--- src/rtl/freq_meter_pkg.sv ---
`default_nettype none
// ============================================================================
// Module      : freq_meter_pkg
// Description : Shared state encoding for the frequency meter, visible to the
//               bench so it can decode the controller state.
// Revision    : 1.0 - initial release
// ============================================================================
package freq_meter_pkg;

  // Measurement controller states
  typedef enum logic [1:0] {
    ST_IDLE    = 2'd0,
    ST_ARM     = 2'd1,
    ST_MEASURE = 2'd2
  } state_t;

  // Width of a counter that must hold values 0..n-1 (never below one bit)
  function automatic int cnt_width(input int n);
    return (n > 2) ? $clog2(n) : 1;
  endfunction

endpackage
`default_nettype wire

--- src/rtl/sync_edge_detect.sv ---
`default_nettype none
// ============================================================================
// Module      : sync_edge_detect
// Description : Multi-flop synchroniser for an asynchronous input followed by
//               one edge register; flags a rising edge for one cycle.
// Revision    : 1.0 - initial release
// ============================================================================
module sync_edge_detect #(
  parameter int SYNC_STAGES = 2
) (
  input  logic clk_in,
  input  logic rst,
  input  logic async_in,
  output logic rise
);

  logic [SYNC_STAGES-1:0] r_sync;
  logic                   r_prev;

  // Shift the asynchronous input through the synchroniser, then remember the
  // previous synchronised level for edge detection
  always_ff @(posedge clk_in or posedge rst) begin
    if (rst) begin
      r_sync <= '0;
      r_prev <= 1'b0;
    end else begin
      r_sync <= {r_sync[SYNC_STAGES-2:0], async_in};
      r_prev <= r_sync[SYNC_STAGES-1];
    end
  end

  assign rise = r_sync[SYNC_STAGES-1] & ~r_prev;

endmodule
`default_nettype wire

--- src/rtl/freq_meter.sv ---
`default_nettype none
// ============================================================================
// Module      : freq_meter
// Description : Counts rising edges of an asynchronous signal over a fixed
//               gate window of clk_in cycles and publishes the count with a
//               one-cycle valid strobe. Windows run back-to-back while enabled.
// Revision    : 1.0 - initial release
// ============================================================================
module freq_meter
  import freq_meter_pkg::*;
#(
  parameter int CLK_HZ      = 125000000,
  parameter int GATE_CYCLES = CLK_HZ,
  parameter int CNT_W       = 32,
  parameter int SYNC_STAGES = 2
) (
  input  logic             clk_in,
  input  logic             rst,
  input  logic             sig_in,
  input  logic             enable,
  output logic [CNT_W-1:0] freq_out,
  output logic             freq_valid,
  output logic             overflow,
  output logic             measuring
);

  localparam int                 GATE_W      = cnt_width(GATE_CYCLES);
  localparam int                 ARM_W       = cnt_width(SYNC_STAGES + 1);
  localparam logic [GATE_W-1:0]  C_GATE_LAST = GATE_W'(GATE_CYCLES - 1);
  localparam logic [ARM_W-1:0]   C_ARM_LAST  = ARM_W'(SYNC_STAGES);
  localparam logic [CNT_W-1:0]   C_CNT_MAX   = '1;

  state_t             r_state;
  logic [ARM_W-1:0]   r_arm_cnt;
  logic [GATE_W-1:0]  r_gate_cnt;
  logic [CNT_W-1:0]   r_edge_cnt;
  logic               r_sat;
  logic [CNT_W-1:0]   r_freq_out;
  logic               r_freq_valid;
  logic               r_overflow;
  logic               r_measuring;

  logic               w_rise;
  logic               w_gate_last;
  logic [CNT_W-1:0]   w_edge_next;
  logic               w_sat_next;

  sync_edge_detect #(
    .SYNC_STAGES (SYNC_STAGES)
  ) u_sync_edge (
    .clk_in   (clk_in),
    .rst      (rst),
    .async_in (sig_in),
    .rise     (w_rise)
  );

  assign w_gate_last = (r_gate_cnt == C_GATE_LAST);

  // Saturating edge count including this cycle's rise; an edge arriving
  // when the counter is already full is lost and flags saturation
  always_comb begin
    w_edge_next = r_edge_cnt;
    w_sat_next  = r_sat;
    if (w_rise) begin
      if (r_edge_cnt == C_CNT_MAX) begin
        w_sat_next = 1'b1;
      end else begin
        w_edge_next = r_edge_cnt + CNT_W'(1);
      end
    end
  end

  // Measurement controller: idle, arm (flush synchroniser), gated counting
  always_ff @(posedge clk_in or posedge rst) begin
    if (rst) begin
      r_state      <= ST_IDLE;
      r_arm_cnt    <= '0;
      r_gate_cnt   <= '0;
      r_edge_cnt   <= '0;
      r_sat        <= 1'b0;
      r_freq_out   <= '0;
      r_freq_valid <= 1'b0;
      r_overflow   <= 1'b0;
      r_measuring  <= 1'b0;
    end else begin
      r_freq_valid <= 1'b0;
      unique case (r_state)
        ST_IDLE: begin
          r_arm_cnt   <= '0;
          r_gate_cnt  <= '0;
          r_edge_cnt  <= '0;
          r_sat       <= 1'b0;
          r_measuring <= 1'b0;
          if (enable) begin
            r_state <= ST_ARM;
          end
        end
        ST_ARM: begin
          // Rises seen here are stale synchroniser contents and are ignored
          if (!enable) begin
            r_state   <= ST_IDLE;
            r_arm_cnt <= '0;
          end else if (r_arm_cnt == C_ARM_LAST) begin
            r_state     <= ST_MEASURE;
            r_arm_cnt   <= '0;
            r_gate_cnt  <= '0;
            r_edge_cnt  <= '0;
            r_sat       <= 1'b0;
            r_measuring <= 1'b1;
          end else begin
            r_arm_cnt <= r_arm_cnt + ARM_W'(1);
          end
        end
        ST_MEASURE: begin
          if (w_gate_last) begin
            // Window complete: publish even if enable dropped on this cycle
            r_freq_out   <= w_edge_next;
            r_overflow   <= w_sat_next;
            r_freq_valid <= 1'b1;
            r_gate_cnt   <= '0;
            r_edge_cnt   <= '0;
            r_sat        <= 1'b0;
            if (!enable) begin
              r_state     <= ST_IDLE;
              r_measuring <= 1'b0;
            end
          end else if (!enable) begin
            // Partial window is discarded
            r_state     <= ST_IDLE;
            r_measuring <= 1'b0;
            r_gate_cnt  <= '0;
            r_edge_cnt  <= '0;
            r_sat       <= 1'b0;
          end else begin
            r_gate_cnt <= r_gate_cnt + GATE_W'(1);
            r_edge_cnt <= w_edge_next;
            r_sat      <= w_sat_next;
          end
        end
        default: begin
          r_state     <= ST_IDLE;
          r_measuring <= 1'b0;
        end
      endcase
    end
  end

  assign freq_out   = r_freq_out;
  assign freq_valid = r_freq_valid;
  assign overflow   = r_overflow;
  assign measuring  = r_measuring;

endmodule
`default_nettype wire
--- config.mk ---
export PLATFORM = sky130hd
export DESIGN_NAME = freq_meter
export DESIGN_NICKNAME = d
export VERILOG_FILES = /design/src/rtl/freq_meter_pkg.sv /design/src/rtl/sync_edge_detect.sv /design/src/rtl/freq_meter.sv
export SDC_FILE = /design/constraint.sdc
export NUM_CORES = 1
export LEC_CHECK = 0
export CAP_MARGIN = 20
export CORE_ASPECT_RATIO = 0.6
export CORE_UTILIZATION = 45
export DETAILED_ROUTE_END_ITERATION = 12
export RECOVER_POWER = 25
export SYNTH_ARGS = -nofsm -noshare
export SYNTH_HDL_FRONTEND = slang
export SYNTH_HIERARCHICAL = 1
export SYNTH_SLANG_ARGS = --single-unit
--- constraint.sdc ---
create_clock -name clk_in -period 4.3 [get_ports clk_in]
set_clock_uncertainty 0.2 [all_clocks]
set_input_delay 1.29 -clock clk_in [delete_from_list [all_inputs] [get_ports clk_in]]
set_output_delay 1.29 -clock clk_in [all_outputs]
set_load 0.05 [all_outputs]
==> impl_metrics.toml, run 1 <==
[timing]
rsz0062_at_grt = "false"
maxSlewHeadroom_pct = -21.4
period_minus_slack_ns = 3.31
worstMarginPinSlew_ns = 1.81
final.period_utilization_pct = 77.0
drv_slew = 38
tns_ns = 0
timing.hold.ws_ns = 0.153
hold_violations = 0
setup_violations = 0
clock.fmax_mhz = 302

[clocking]
post_cts_buffers = 0
clkTransAtPathRegs_ns = 0.07
cts_tree = "built"
clockRootBuffer = "clkbuf_16"
clk_latency_ns = 0.35
post_cts_resized = 0
cts-buffers-inserted = 9
cts.sinks = 102
cts_hold_buf = 0
cts.htree.levels = 3
clockBufferDepth = 2

[routing]
vias = 4902
route.met3.wl_um = 1280
wire_per_inst_um = 18.7
drc_errors = 0
wirelength_met1_um = 8110
maxUsedRoutingLayer = "met4"
drtAntennaViolNets = 0
wl_um = 15000
viasPerCell = 6.10
first_iter_violations = 392
drt_pass1_iterations = 5
wl_met2_um = 5530

[setup_path]
end_kind = "register"
cp_max_fo = 12
reg2reg_from = "r_gate_cnt[0]"
required_ns = 4.38
crit_slowest_cell = "dlygate4sd3_1"
worst-r2r-cell-count = 8
crit_chain = "dlygate4sd3_1 > nand2_1 > a21o_1 > buf_4 > or4_1 > nand3_1"
slowest_delay_ns = 0.63
crit_type = "input port to register"
r2r_end = "freq_out[27]"
critPathArrivalTime_ns = 3.39
startpoint_type = "input port"
cpLargestDelayFamily = "buffers and inverters"
crit_buf_inv = 2
r2r_setup_slack_ns = 1.25

[global_route]
track_usage_pct = 25.1
grt_pass1_vias = 4415
grt_max_degree = 44
grt_overflow_total = 0
grt_pass1_wl_um = 24900
antenna_found_initial = 0

[final_layout]
regArea_mm2 = 0.00255
drive_gt1_share_pct = 5.59
final_common_cell = "dfrtp_1"
diodes = 0
layout_common_cells = "dfrtp_1, nand2_1, o21ai_0"
multiInputGateArea_mm2 = 0.00275
area_growth_pct = 15.1
nets = 646
fillers = 1061

[outcome]
failed_checks = "max-capacitance violations, max-slew violations"
status = "finished with violations"

[die]
dieHeight_um = 88.0
fp.dieArea_mm2 = 0.0128
core-area_mm2 = 0.0116
start_util_pct = 47.6
rows = 30
die_w_um = 145
io_pins = 39

[synth]
synth_cell_types = 62
synth_ff_type = "dfrtp_1"
syn_area_mm2 = 0.00554
synth_nets = 623
synth-seq-cells = 102
seq_area_frac_synth_pct = 46.0
yosysWarnings = 6
synth_edf_count = 0
syn_inst = 617
async_flop_share_pct = 100
syn_area_per_cell_um2 = 8.99

[place]
dp_hpwl_um = 10600
place.gp.congestion = 0.913
io_buffers = 38

[job]
maxCapViolCount = 1

[min_path]
holdCritPathClass = "register to register"
min_delay_path_depth = 0
worstHoldStart = "u_sync_edge/r_sync[0]"
min_to = "u_sync_edge/r_sync[1]"

[power_and_ir_drop]
power_leakage_nw = 2.53
power_density_mw_per_mm2 = 289
peakVddDrop_uv = 203
==> per-layer routing <==
metal  track usage, %  vias to the layer above
met3             5.83                        9
met2             31.8                      238
li1                 -                     2328
met4             5.36                        0
met1             41.5                     2327
met5                0                        -
==> sequential cells by signal, summed over array words and instances (netlist names), 2 cells and up <==
signal,flops
freq_out,32
r_edge_cnt,32
r_gate_cnt,27
r_arm_cnt,2
r_state,2
u_sync_edge/r_sync,2
==> synthesized netlist by cell type, types with 2 or more instances <==
| library cell | number | area share [%] |
|---|---|---|
| dfrtp_1 | 102 | 46 |
| nand2_1 | 74 | 5.0 |
| o21ai_0 | 45 | 4.1 |
| nor2_1 | 36 | 2.4 |
| clkbuf_1 | 33 | 2.2 |
| nand3_1 | 32 | 2.9 |
| a21oi_1 | 26 | 2.3 |
| nand4_1 | 25 | 2.8 |
| xnor2_1 | 23 | 3.6 |
| a31oi_1 | 19 | 2.1 |
| inv_1 | 17 | 1.2 |
| nor3_1 | 15 | 1.4 |
| or4_1 | 15 | 2.0 |
| xor2_1 | 15 | 2.4 |
| o211ai_1 | 14 | 1.9 |
| and4_1 | 13 | 2.1 |
| and3_1 | 10 | 1.1 |
| nor4_1 | 9 | 1.0 |
| or3_1 | 9 | 1.0 |
| and2_1 | 7 | 0.79 |
| buf_2 | 7 | 0.63 |
| nand2b_1 | 5 | 0.56 |
| nor4b_1 | 5 | 0.79 |
| a211oi_1 | 3 | 0.41 |
| a21o_1 | 3 | 0.41 |
| a2bb2oi_1 | 3 | 0.47 |
| and4b_1 | 3 | 0.54 |
| o21ai_1 | 3 | 0.27 |
| o311ai_0 | 3 | 0.47 |
| a22o_1 | 2 | 0.32 |
| a32o_1 | 2 | 0.36 |
| a41oi_1 | 2 | 0.32 |
| clkbuf_2 | 2 | 0.18 |
| ha_1 | 2 | 0.45 |
| nor2b_1 | 2 | 0.23 |
| o2111ai_1 | 2 | 0.32 |
| o21a_1 | 2 | 0.27 |
| o22ai_1 | 2 | 0.23 |
| o31ai_1 | 2 | 0.27 |
==> kinds of logic (layout without fill, tap and decap cells) <==
family / after synthesis / after routing / synth area share [%]
xor gates and xnor gates: 38 / 38 / 6.00
and+or+nand+nor: 270 / 270 / 26.7
adders and majority gates: 2 / 2 / 0.451
DFF: 102 / 102 / 46.0
AOI/OAI and AO/OA: 143 / 143 / 16.2
muxes: 1 / 1 / 0.181
buffers and inverters: 61 / 88 / 4.40
==> cell type report <==
type                            instances  area share (%)
Timing Repair Buffer                   55            8.14
Sequential cell                       102            40.0
Tap cell                              160            3.14
Clock inverter                          5           0.941
Clock buffer                           10            3.59
Inverter                               18            1.08
Multi-Input combinational cell        454            43.1
==> stage by stage <==
stage / std cells / worst slack (ns) / utilization, % / area [µm²] / power, mW
floorplan: 617 / 0.220 / - / 5540 / 1.02
global placement: 787 / 0.781 / 52.2 / 6080 / 1.05
detailed placement: 788 / 0.746 / 52.3 / 6080 / 1.05
CTS: 803 / 1.11 / 54.8 / 6370 / 1.86
global route: 804 / 0.876 / 54.8 / 6380 / 1.90
finish: 804 / 0.988 / 54.8 / 6380 / 1.85
==> power breakdown <==
| part | switching (mW) | total, mW | internal, mW |
|---|---|---|---|
| Sequential | 0.00415 | 0.966 | 0.962 |
| Combinational | 0.0456 | 0.0600 | 0.0143 |
| Clock | 0.368 | 0.819 | 0.451 |
| Total | 0.418 | 1.85 | 1.43 |
==> how the worst max path moves through the flow <==
| stage | startpoint | endpoint | slack [ns] | depth (start not counted) |
|---|---|---|---|---|
| floorplan | rst | freq_out[0] | 0.22 | 1 |
| detailed placement | enable | r_edge_cnt[4] | 0.75 | 6 |
| CTS | enable | r_edge_cnt[4] | 1.11 | 6 |
| global placement | enable | r_gate_cnt[9] | 0.78 | 7 |
| global route | enable | r_gate_cnt[19] | 0.88 | 7 |
| finish | enable | r_edge_cnt[4] | 0.99 | 6 |
Power figures use the tool's default switching activity.
==> inputs of run 2 (changes only) <==
- PLACE_DENSITY: not set -> 0.66
- clock period: 4.3 -> 2.86 ns (I/O delays scaled with it)
==> impl_metrics.toml, run 2 (synthesized netlist as in run 1, its figures left out) <==
[final_layout]
final_common_cell = "dfrtp_1"
nets = 667
drive_gt1_share_pct = 9.32
diodes = 0
area_growth_pct = 19.4
finalNonFillerCells = 825
fin_util_pct = 56.9
layout_common_cells = "dfrtp_1, nand2_1, o21ai_0"
final_area_mm2 = 0.00662

[die]
die_w_um = 145
fp.dieArea_mm2 = 0.0128
dieHeight_um = 88.0
core-area_mm2 = 0.0116
io_pins = 39
rows = 30
start_util_pct = 47.6

[timing]
drv_slew = 0
clock.fmax_mhz = 380
rsz0062_at_grt = "false"
timing.hold.ws_ns = 0.161
hold_violations = 0
tns_ns = 0
worstMarginPinSlew_ns = 0.873
setup_violations = 0
final.period_utilization_pct = 92.0
maxSlewHeadroom_pct = 41.5
period_minus_slack_ns = 2.63

[setup_path]
reg2reg_from = "r_edge_cnt[29]"
required_ns = 2.92
r2r_setup_slack_ns = 0.23
crit_start = "r_edge_cnt[29]"
crit_type = "register to register"
endpoint = "freq_out[1]"
startpoint_type = "register"
worst-r2r-cell-count = 6
critPathArrivalTime_ns = 2.69
r2r_end = "freq_out[1]"
end_kind = "register"
cp_max_fo = 9

[routing]
vias = 5058
wl_um = 15500
drtAntennaViolNets = 0
drt_pass1_iterations = 5
viasPerCell = 6.13
first_iter_violations = 555
drc_errors = 0
wire_per_inst_um = 18.7

[clocking]
clkTransAtPathRegs_ns = 0.07
cts.htree.levels = 3
clk_latency_ns = 0.35
clockBufferDepth = 2
post_cts_buffers = 0
cts.sinks = 102
clockRootBuffer = "clkbuf_16"
cts_tree = "built"
cts-buffers-inserted = 9

[place]
dp_hpwl_um = 11100
place.gp.congestion = 1.00
io_buffers = 38
place_area_mm2 = 0.00632
dp_cells = 810

[job]
maxCapViolCount = 0

[global_route]
grt_pass1_vias = 4550
grt_max_degree = 43
antenna_found_initial = 0
grt_overflow_total = 0
grt_pass1_wl_um = 25200
track_usage_pct = 25.5

[power_and_ir_drop]
power_leakage_nw = 2.65
power_density_mw_per_mm2 = 438
pwr-share-seq_pct = 50.0
clkPwrFrac_pct = 46.5
pwr-share-comb_pct = 3.6
swShare_pct = 21.9
internal_power_mw = 2.27
p_switching_uw = 636
peakVddDrop_uv = 339

[outcome]
status = "finished clean"

[min_path]
holdCritPathClass = "register to register"
==> run 2: repair_timing <==
item	4_1_cts	5_1_grt
gates resized for setup	0	4
setup endpoints to repair	0	11
hold buffers	0	0
==> run 2: power groups by stage <==
| stage | registers (mW) | logic (mW) | clock network (mW) |
|---|---|---|---|
| final | 1.45 | 0.103 | 1.35 |
| after global routing | 1.45 | 0.115 | 1.41 |
| after CTS | 1.45 | 0.111 | 1.37 |
| after detailed placement | 1.48 | 0.111 | 0 |
| after global placement | 1.48 | 0.108 | 0 |
| after floorplan | 1.48 | 0.0585 | 0 |
==> run 2: layout make-up <==
type	count	area, µm²
clock buffers	10	239
multi-input cells	454	2760
flip-flops and latches	102	2550
clock inverters	5	82.6
fillers	1014	5020
well taps	160	200
inverters	18	68.8
repair buffers	76	712
==> run 2: critical path: stages, from the launching register on <==
cell,delay [ns]
dfrtp_1,0.50
nand4_1,0.28
or4_1,0.76
o21ai_1,0.33
buf_4,0.20
nand2_1,0.06
a31oi_1,0.20
==> run 2: worst min-delay path by stage <==
| stage | endpoint | depth (start not counted) | slack, ns | from |
|---|---|---|---|---|
| after floorplan | u_sync_edge/r_sync[1] | 0 | 0.13 | u_sync_edge/r_sync[0] |
| after global placement | u_sync_edge/r_sync[1] | 0 | 0.14 | u_sync_edge/r_sync[0] |
| after detailed placement | u_sync_edge/r_sync[1] | 0 | 0.14 | u_sync_edge/r_sync[0] |
| after CTS | u_sync_edge/r_sync[1] | 0 | 0.16 | u_sync_edge/r_sync[0] |
| after global routing | u_sync_edge/r_sync[1] | 0 | 0.17 | u_sync_edge/r_sync[0] |
| final | u_sync_edge/r_sync[1] | 0 | 0.16 | u_sync_edge/r_sync[0] |
==> run 2: through the flow <==
stage	worst slack (ns)	power, mW
6_report	0.230	2.90
5_1_grt	0.0483	2.98
4_1_cts	0.108	2.93
3_5_place_dp	-0.0550	1.59
3_3_place_gp	-0.00482	1.59
2_1_floorplan	0.260	1.54
==> run 2: layer usage <==
| layer | GRT usage [%] | share of wire [%] | up-vias | wire (µm) |
|---|---|---|---|---|
| met3 | 4.95 | 10 | 12 | 1550 |
| li1 | - | - | 2361 | - |
| met1 | 41.1 | 50 | 2410 | 7730 |
| met2 | 34.3 | 39 | 275 | 6070 |
| met5 | 0 | 0 | - | 0 |
| met4 | 5.55 | 0.74 | 0 | 114 |
==> inputs of run 3 (changes only) <==
- CAP_MARGIN: 20 -> 25
==> results of run 3 <==
Same layout as run 2: the final DEF is identical, and so are final timing and power.
